===== src/rtl/bitstream_serial_loader_if.sv =====
// Byte-stream, control and serial configuration signals of bitstream_serial_loader.
// The source side uses the master modport and the loader uses the slave modport.
interface bitstream_serial_loader_if #(
   parameter int unsigned WCNT_W = 13
) ();
   logic              start;
   logic              abort;
   logic [WCNT_W-1:0] num_words;
   logic [7:0]        in_data;
   logic              in_valid;
   logic              in_ready;
   logic              s_clk;
   logic              s_data;
   logic              busy;
   logic              done;
   logic              underrun;

   modport master (
      output start, abort, num_words, in_data, in_valid,
      input  in_ready, s_clk, s_data, busy, done, underrun
   );

   modport slave (
      input  start, abort, num_words, in_data, in_valid,
      output in_ready, s_clk, s_data, busy, done, underrun
   );
endinterface


===== src/rtl/bitstream_serial_loader.sv =====
// Packs a byte stream into 32-bit words and shifts them into the eFPGA serial config port,
// interleaving each data bit with one control-word bit around the s_clk pulse.
module bitstream_serial_loader #(
   parameter logic [31:0] CTRL_WORD    = 32'h0000FAB1,
   parameter int unsigned PHASE_CYCLES = 1,
   parameter int unsigned WCNT_W       = 13
) (
   input logic CLK,
   input logic resetn,
   bitstream_serial_loader_if.slave bus
);
   localparam int unsigned BCNT_W = WCNT_W + 2;
   localparam int unsigned PCNT_W = 8;

   localparam logic [1:0] ST_IDLE  = 2'd0;
   localparam logic [1:0] ST_RUN   = 2'd1;
   localparam logic [1:0] ST_STALL = 2'd2;

   localparam logic [PCNT_W-1:0] PHASE_LAST = PCNT_W'(PHASE_CYCLES - 1);
   localparam logic [2:0]        PH_LAST    = 3'd4;
   localparam logic [4:0]        BIT_LAST   = 5'd31;

   logic [1:0]        state, state_n;
   logic [WCNT_W-1:0] words_left, words_left_n;
   logic [BCNT_W-1:0] bytes_left, bytes_left_n;
   logic [31:0]       pbuf, pbuf_n;
   logic [1:0]        byte_idx, byte_idx_n;
   logic              pbuf_full, pbuf_full_n;
   logic [31:0]       shreg, shreg_n;
   logic [4:0]        bit_idx, bit_idx_n;
   logic [2:0]        phase, phase_n;
   logic [PCNT_W-1:0] phase_cnt, phase_cnt_n;
   logic              s_clk_q, s_clk_n;
   logic              s_data_q, s_data_n;
   logic              busy_q, busy_n;
   logic              done_q, done_n;
   logic              underrun_q, underrun_n;

   logic              accept;
   logic              load;
   logic              emit;
   logic [31:0]       pbuf_merged;
   logic [4:0]        nxt_bit;
   logic [2:0]        nxt_phase;

   // Ready depends only on registered state so the source sees no combinational loop.
   assign bus.in_ready = (state != ST_IDLE) && !pbuf_full && (bytes_left != '0);
   assign accept       = bus.in_valid && bus.in_ready;

   assign bus.s_clk    = s_clk_q;
   assign bus.s_data   = s_data_q;
   assign bus.busy     = busy_q;
   assign bus.done     = done_q;
   assign bus.underrun = underrun_q;

   // Next-state and next-output logic.
   always_comb begin
      state_n      = state;
      words_left_n = words_left;
      bytes_left_n = bytes_left;
      pbuf_n       = pbuf;
      byte_idx_n   = byte_idx;
      pbuf_full_n  = pbuf_full;
      shreg_n      = shreg;
      phase_cnt_n  = phase_cnt;
      s_clk_n      = s_clk_q;
      s_data_n     = s_data_q;
      busy_n       = busy_q;
      done_n       = 1'b0;
      underrun_n   = underrun_q;
      load         = 1'b0;
      emit         = 1'b0;
      nxt_bit      = bit_idx;
      nxt_phase    = phase;
      pbuf_merged  = pbuf;

      // Byte packer: first byte of a word lands in the MSB lane.
      if (accept) begin
         case (byte_idx)
            2'd0:    pbuf_merged[31:24] = bus.in_data;
            2'd1:    pbuf_merged[23:16] = bus.in_data;
            2'd2:    pbuf_merged[15:8]  = bus.in_data;
            default: pbuf_merged[7:0]   = bus.in_data;
         endcase
         pbuf_n       = pbuf_merged;
         byte_idx_n   = byte_idx + 2'd1;
         bytes_left_n = bytes_left - BCNT_W'(1);
         if (byte_idx == 2'd3) pbuf_full_n = 1'b1;
      end

      case (state)
         ST_IDLE: begin
            if (bus.start) begin
               underrun_n = 1'b0;
               if (bus.num_words == '0) begin
                  done_n = 1'b1;
               end else begin
                  state_n      = ST_STALL;
                  words_left_n = bus.num_words;
                  bytes_left_n = {bus.num_words, 2'b00};
                  busy_n       = 1'b1;
                  pbuf_full_n  = 1'b0;
                  byte_idx_n   = 2'd0;
               end
            end
         end
         ST_STALL: begin
            s_clk_n  = 1'b0;
            s_data_n = 1'b0;
            // Load as soon as the word is complete, including the edge that delivers its last byte.
            if (pbuf_full || (accept && (byte_idx == 2'd3))) load = 1'b1;
         end
         ST_RUN: begin
            if (phase_cnt != PHASE_LAST) begin
               phase_cnt_n = phase_cnt + PCNT_W'(1);
            end else begin
               phase_cnt_n = '0;
               if (phase != PH_LAST) begin
                  nxt_phase = phase + 3'd1;
                  emit      = 1'b1;
               end else if (bit_idx != BIT_LAST) begin
                  nxt_bit   = bit_idx + 5'd1;
                  nxt_phase = 3'd0;
                  emit      = 1'b1;
               end else begin
                  words_left_n = words_left - WCNT_W'(1);
                  if (words_left == WCNT_W'(1)) begin
                     state_n  = ST_IDLE;
                     done_n   = 1'b1;
                     busy_n   = 1'b0;
                     s_clk_n  = 1'b0;
                     s_data_n = 1'b0;
                  end else if (pbuf_full) begin
                     load = 1'b1;
                  end else begin
                     state_n    = ST_STALL;
                     underrun_n = 1'b1;
                     s_clk_n    = 1'b0;
                     s_data_n   = 1'b0;
                  end
               end
            end
         end
         default: begin
            state_n = ST_IDLE;
         end
      endcase

      if (load) begin
         shreg_n     = pbuf_merged;
         pbuf_full_n = 1'b0;
         state_n     = ST_RUN;
         nxt_bit     = 5'd0;
         nxt_phase   = 3'd0;
         phase_cnt_n = '0;
         emit        = 1'b1;
      end

      bit_idx_n = nxt_bit;
      phase_n   = nxt_phase;

      // Phases 0-1 carry the data bit, 2-4 the control bit; s_clk is high in phases 1-2.
      if (emit) begin
         s_clk_n  = (nxt_phase == 3'd1) || (nxt_phase == 3'd2);
         s_data_n = (nxt_phase < 3'd2) ? shreg_n[~nxt_bit] : CTRL_WORD[~nxt_bit];
      end

      if (bus.abort) begin
         state_n      = ST_IDLE;
         s_clk_n      = 1'b0;
         s_data_n     = 1'b0;
         busy_n       = 1'b0;
         done_n       = 1'b0;
         pbuf_n       = '0;
         pbuf_full_n  = 1'b0;
         byte_idx_n   = 2'd0;
         bytes_left_n = '0;
         words_left_n = '0;
      end
   end

   always_ff @(posedge CLK or negedge resetn) begin
      if (!resetn) begin
         state      <= ST_IDLE;
         words_left <= '0;
         bytes_left <= '0;
         pbuf       <= '0;
         byte_idx   <= '0;
         pbuf_full  <= 1'b0;
         shreg      <= '0;
         bit_idx    <= '0;
         phase      <= '0;
         phase_cnt  <= '0;
         s_clk_q    <= 1'b0;
         s_data_q   <= 1'b0;
         busy_q     <= 1'b0;
         done_q     <= 1'b0;
         underrun_q <= 1'b0;
      end else begin
         state      <= state_n;
         words_left <= words_left_n;
         bytes_left <= bytes_left_n;
         pbuf       <= pbuf_n;
         byte_idx   <= byte_idx_n;
         pbuf_full  <= pbuf_full_n;
         shreg      <= shreg_n;
         bit_idx    <= bit_idx_n;
         phase      <= phase_n;
         phase_cnt  <= phase_cnt_n;
         s_clk_q    <= s_clk_n;
         s_data_q   <= s_data_n;
         busy_q     <= busy_n;
         done_q     <= done_n;
         underrun_q <= underrun_n;
      end
   end
endmodule


===== src/flat_wrapper.sv =====
// flat-port wrapper written by rule: the top's interface ports become plain ports
module bitstream_serial_loader_flat 
#(
   parameter logic [31:0] CTRL_WORD    = 32'h0000FAB1,
   parameter int unsigned PHASE_CYCLES = 1,
   parameter int unsigned WCNT_W       = 13
)
  (CLK, resetn, bus_start, bus_abort, bus_num_words, bus_in_data, bus_in_valid, bus_in_ready, bus_s_clk, bus_s_data, bus_busy, bus_done, bus_underrun);
  bitstream_serial_loader_if #(.WCNT_W(WCNT_W)) bus_i ();
  input logic CLK;
  input logic resetn;
  input wire logic [$bits(bus_i.start)-1:0] bus_start;
  input wire logic [$bits(bus_i.abort)-1:0] bus_abort;
  input wire logic [$bits(bus_i.num_words)-1:0] bus_num_words;
  input wire logic [$bits(bus_i.in_data)-1:0] bus_in_data;
  input wire logic [$bits(bus_i.in_valid)-1:0] bus_in_valid;
  output wire logic [$bits(bus_i.in_ready)-1:0] bus_in_ready;
  output wire logic [$bits(bus_i.s_clk)-1:0] bus_s_clk;
  output wire logic [$bits(bus_i.s_data)-1:0] bus_s_data;
  output wire logic [$bits(bus_i.busy)-1:0] bus_busy;
  output wire logic [$bits(bus_i.done)-1:0] bus_done;
  output wire logic [$bits(bus_i.underrun)-1:0] bus_underrun;
  assign bus_i.start = bus_start;
  assign bus_i.abort = bus_abort;
  assign bus_i.num_words = bus_num_words;
  assign bus_i.in_data = bus_in_data;
  assign bus_i.in_valid = bus_in_valid;
  assign bus_in_ready = bus_i.in_ready;
  assign bus_s_clk = bus_i.s_clk;
  assign bus_s_data = bus_i.s_data;
  assign bus_busy = bus_i.busy;
  assign bus_done = bus_i.done;
  assign bus_underrun = bus_i.underrun;
  bitstream_serial_loader #(.CTRL_WORD(CTRL_WORD), .PHASE_CYCLES(PHASE_CYCLES), .WCNT_W(WCNT_W)) u_core (.CLK(CLK), .resetn(resetn), .bus(bus_i));
endmodule

===== config.mk =====
export PLATFORM = sky130hd
export DESIGN_NAME = bitstream_serial_loader_flat
export DESIGN_NICKNAME = d
export VERILOG_FILES = /design/src/rtl/bitstream_serial_loader_if.sv /design/src/rtl/bitstream_serial_loader.sv /design/src/flat_wrapper.sv
export SDC_FILE = /design/constraint.sdc
export NUM_CORES = 1
export LEC_CHECK = 0
export CORE_MARGIN = 4
export CORE_UTILIZATION = 55
export CTS_CLUSTER_DIAMETER = 150
export CTS_CLUSTER_SIZE = 28
export DETAILED_ROUTE_END_ITERATION = 7
export PLACE_DENSITY = 0.74
export SKIP_CTS_REPAIR_TIMING = 1
export SLEW_MARGIN = 20
export SYNTH_ARGS = -nofsm -noshare
export SYNTH_HDL_FRONTEND = slang
export SYNTH_SLANG_ARGS = --single-unit

===== constraint.sdc =====
create_clock -name CLK -period 8.1 [get_ports CLK]
set_input_delay 0.81 -clock CLK [delete_from_list [all_inputs] [get_ports CLK]]
set_output_delay 0.81 -clock CLK [all_outputs]
set_load 0.02 [all_outputs]

==> out/qor.json <==
{
  "fin_skew": {"value": 0.00514, "unit": "ns"},
  "io_pins": {"value": 32},
  "synth-edff-count": {"value": 0},
  "remaining_drc_errors": {"value": 0},
  "grt_first_pass_wirelength": {"value": 26.2, "unit": "mm"},
  "regToRegStartpoint": {"value": "u_core.bit_idx[1]"},
  "gpl.final_weighted_congestion": {"value": 0.916},
  "grt_start_max_net_pins": {"value": 71},
  "n_antenna_cell": {"value": 0},
  "place_hpwl": {"value": 10.2, "unit": "mm"},
  "numPortBuffers": {"value": 31},
  "number_of_vias_after_detailed_routing": {"value": 5226},
  "worst_ep_arrival_time": {"value": 3.90, "unit": "ns"},
  "intPower": {"value": 1.27, "unit": "mW"},
  "pwr-share-comb": {"value": 0.149},
  "global_route.overflow_total": {"value": 0},
  "hold_class": {"value": "input pin to async pin"},
  "crit_required": {"value": 8.39, "unit": "ns"},
  "power.sequential.fraction": {"value": 0.378},
  "synth.top_cells.by_area": {"value": "sky130_fd_sc_hd__dfrtp_1 46%, sky130_fd_sc_hd__mux2i_1 7.4%, sky130_fd_sc_hd__nor2_1 5.5%"},
  "crit_path_start_kind": {"value": "flip-flop"},
  "num-nets-final": {"value": 733},
  "worstPathCellList": {"value": "ha_1 > nand4_1 > nor4_4 > o311ai_2 > a211oi_4 > nand2_1 > o31a_1 > a21oi_1 > a32oi_1"},
  "result_of_the_run": {"value": "finished, final reports clean"},
  "detail_route.iter0.violations": {"value": 524},
  "drv_slew": {"value": 0},
  "post_synthesis_sequential_area_ratio": {"value": 0.457},
  "count_of_endpoints_failing_setup_in_the_final_report": {"value": 0},
  "routed_wl": {"value": 15.4, "unit": "mm"},
  "clkLatencyLatePin": {"value": 0.41, "unit": "ns"},
  "die-area": {"value": 0.0135, "unit": "sq mm"},
  "synth_warnings": {"value": 0},
  "fin_crit_sh": {"value": 0.445},
  "initial_core_utilization": {"value": 0.564},
  "cts.reportedPaths.clkPinSlew": {"value": 0.05, "unit": "ns"},
  "leakage": {"value": 3.33, "unit": "nW"},
  "worst-setup-path-type": {"value": "flip-flop to flip-flop"},
  "synthesis.instances": {"value": 669},
  "fin_ws": {"value": 4.49, "unit": "ns"},
  "ys.flop_type": {"value": "sky130_fd_sc_hd__dfrtp_1"},
  "critPathTopFamily": {"value": "compound AO/OA/AOI/OAI gates"},
  "worstPathBufferInverterCount": {"value": 0},
  "drt-vias-per-instance": {"value": 6.18},
  "antenna_violations_before_repair": {"value": 0},
  "final_common_cell": {"value": "sky130_fd_sc_hd__dfrtp_1"},
  "period_needed": {"value": 3.61, "unit": "ns"},
  "drt_pass1_iterations": {"value": 5},
  "die-width": {"value": 116, "unit": "microns"},
  "placementRows": {"value": 39},
  "timing.critical_path.to_type": {"value": "flip-flop"},
  "syn_to_final_growth": {"value": 15.9, "unit": "%"},
  "dpl.cell_count": {"value": 814},
  "drt-wirelength-per-cell": {"value": 18.3, "unit": "microns"},
  "yosys.area.top_type": {"value": "sky130_fd_sc_hd__dfrtp_1"},
  "total_switching_power": {"value": 0.484, "unit": "mW"},
  "vdd_ir_drop_max": {"value": 188, "unit": "uV"},
  "synth.cell_area": {"value": 0.00646, "unit": "sq mm"},
  "first_global_vias": {"value": 5160},
  "clock-sinks": {"value": 118},
  "area_fraction_of_the_dominant_cell_type_after_synthesis": {"value": 0.457},
  "share_of_layout_cells_above_drive_strength_1": {"value": 0.0953},
  "cts-buffers-inserted": {"value": 17},
  "clock_tree.root_cell": {"value": "sky130_fd_sc_hd__clkbuf_16"},
  "timing.max_cap.violations": {"value": 0},
  "power.density_cell_area": {"value": 234, "unit": "mW/mm^2"},
  "netSwitchingFraction": {"value": 0.276},
  "cpMaxStageDelayCell": {"value": "sky130_fd_sc_hd__a211oi_4"},
  "clockBufferDepth": {"value": 2},
  "detail-route-antenna-nets": {"value": 0},
  "postSynth.asyncResetShare": {"value": 1.00},
  "hold_violation_total_from_the_final_report": {"value": 0},
  "slew_headroom": {"value": 0.402},
  "cts_tree": {"value": "yes"},
  "fin_setup_tns": {"value": 0, "unit": "ns"},
  "fmax": {"value": 0.277, "unit": "GHz"},
  "critPathLaunch": {"value": "u_core.bit_idx[1]"},
  "synth_register_bits": {"value": 118},
  "critical_path.max_stage_delay": {"value": 0.82, "unit": "ns"},
  "synth.avg_cell_area": {"value": 9.66, "unit": "sq um"},
  "grt_util_all_layers": {"value": 0.246},
  "fp.coreArea": {"value": 0.0115, "unit": "sq mm"},
  "synth_fp_nets": {"value": 712},
  "clock_power_share": {"value": 0.473},
  "h-tree-depth": {"value": 4},
  "die-height": {"value": 116, "unit": "microns"},
  "crit_path_max_fanout": {"value": 19},
  "rsz_0062_raised_after_global_routing": {"value": "no"},
  "dp_worst_setup_slack": {"value": 4.62, "unit": "ns"},
  "final_cell_count_no_fill": {"value": 846},
  "synth.distinct_cells": {"value": 64},
  "layout_common_cells": {"value": "118 x sky130_fd_sc_hd__dfrtp_1, 95 x sky130_fd_sc_hd__nor2_1, 73 x sky130_fd_sc_hd__nand2_1"},
  "worstMarginPinSlew": {"value": 0.895, "unit": "ns"}
}
final timing paths:
| path | slack [ns] | endpoint | cells past startpoint |
|---|---|---|---|
| min in group CLK | 0.50 | u_core.shreg[15] | 2 |
| max in group asynchronous | 6.36 | u_core.shreg[3] | 2 |
| setup / recovery | 4.49 | u_core.bus.s_data | 9 |
| setup reg to reg | 4.49 | u_core.bus.s_data | 9 |
| hold / removal | 0.42 | u_core.words_left[5] | 1 |
| hold reg to reg | 0.50 | u_core.shreg[15] | 2 |
synthesized netlist by cell type, types with 2 or more instances:
cell / instances
sky130_fd_sc_hd__a211oi_1: 13
sky130_fd_sc_hd__nor2b_1: 2
sky130_fd_sc_hd__nor3_2: 2
sky130_fd_sc_hd__buf_1: 3
sky130_fd_sc_hd__a31oi_1: 4
sky130_fd_sc_hd__buf_2: 2
sky130_fd_sc_hd__nand2b_1: 5
sky130_fd_sc_hd__o31ai_1: 2
sky130_fd_sc_hd__mux2_2: 3
sky130_fd_sc_hd__nor3_1: 18
sky130_fd_sc_hd__or2_2: 2
sky130_fd_sc_hd__a2111oi_0: 2
sky130_fd_sc_hd__or3_1: 6
sky130_fd_sc_hd__nor3b_1: 2
sky130_fd_sc_hd__and2_1: 7
sky130_fd_sc_hd__dfrtp_1: 118
sky130_fd_sc_hd__mux2i_1: 48
sky130_fd_sc_hd__nand4_1: 8
sky130_fd_sc_hd__mux4_2: 14
sky130_fd_sc_hd__xor2_1: 11
sky130_fd_sc_hd__o21a_1: 2
sky130_fd_sc_hd__a211o_1: 2
sky130_fd_sc_hd__nand2_1: 73
sky130_fd_sc_hd__inv_1: 16
sky130_fd_sc_hd__o21ai_0: 52
sky130_fd_sc_hd__buf_6: 2
sky130_fd_sc_hd__xnor2_1: 8
sky130_fd_sc_hd__a22oi_1: 4
sky130_fd_sc_hd__a21oi_1: 40
sky130_fd_sc_hd__clkbuf_1: 27
sky130_fd_sc_hd__nor4_1: 12
sky130_fd_sc_hd__nand3_1: 12
sky130_fd_sc_hd__and3_1: 4
sky130_fd_sc_hd__and4_1: 3
sky130_fd_sc_hd__ha_1: 17
sky130_fd_sc_hd__nor2_1: 95
final cells by class:
| class | instances | area (sq um) |
|---|---|---|
| Multi-Input combinational cell | 500 | 3300 |
| Inverter | 17 | 63.8 |
| Clock buffer | 18 | 429 |
| Fill cell | 889 | 3980 |
| Tap cell | 143 | 179 |
| Clock inverter | 14 | 223 |
| Timing Repair Buffer | 36 | 340 |
| Sequential cell | 118 | 2950 |
stage by stage:
stage	total power [mW]	hold WS, ns	utilization	area, sq um
floorplan	0.842	0.451	-	6460
global placement	0.922	0.478	0.596	6840
detailed placement	0.929	0.487	0.596	6840
CTS	1.76	0.440	0.653	7490
global route	1.83	0.465	0.653	7490
finish	1.75	0.419	0.653	7490
worst reg2reg max path, cell delays in order, from the launching register on:
cell and delay, ns:
sky130_fd_sc_hd__dfrtp_1 0.75, sky130_fd_sc_hd__ha_1 0.35, sky130_fd_sc_hd__nand4_1 0.31, sky130_fd_sc_hd__nor4_4 0.33, sky130_fd_sc_hd__o311ai_2 0.22, sky130_fd_sc_hd__a211oi_4 0.82
sky130_fd_sc_hd__nand2_1 0.29, sky130_fd_sc_hd__o31a_1 0.19, sky130_fd_sc_hd__a21oi_1 0.12, sky130_fd_sc_hd__a32oi_1 0.10
power groups by stage:
stage	logic (mW)	clock network [mW]	registers, mW
6_report	0.262	0.829	0.663
2_1_floorplan	0.179	0	0.663
5_1_grt	0.292	0.871	0.668
4_1_cts	0.261	0.841	0.662
3_5_place_dp	0.258	0	0.671
3_3_place_gp	0.252	0	0.669
cell families after synthesis:
| family | count (synthesis) | synth area share |
|---|---|---|
| simple gates | 260 | 0.189 |
| compound gates | 139 | 0.134 |
| flops | 118 | 0.457 |
| mux | 65 | 0.128 |
| buf+inv | 51 | 0.0323 |
| xor+xnor | 19 | 0.0258 |
| fa+ha+maj | 17 | 0.0329 |
sequential cells by signal, indices dropped and copies added, names as in the netlist, 2 cells and up:
signal,flops
u_core.pbuf,32
u_core.shreg,32
u_core.bytes_left,15
u_core.words_left,13
u_core.phase_cnt,8
u_core.bit_idx,5
u_core.phase,3
u_core.byte_idx,2
u_core.state,2
per-layer routing:
metal  vias up  part of all wire  track usage
met5         -                 0            0
met4         0             0.012       0.0665
met3        21             0.054       0.0570
met2       171              0.48        0.392
met1      2597              0.45        0.343
li1       2437                 -            -
(Power assumes the default switching activity.)
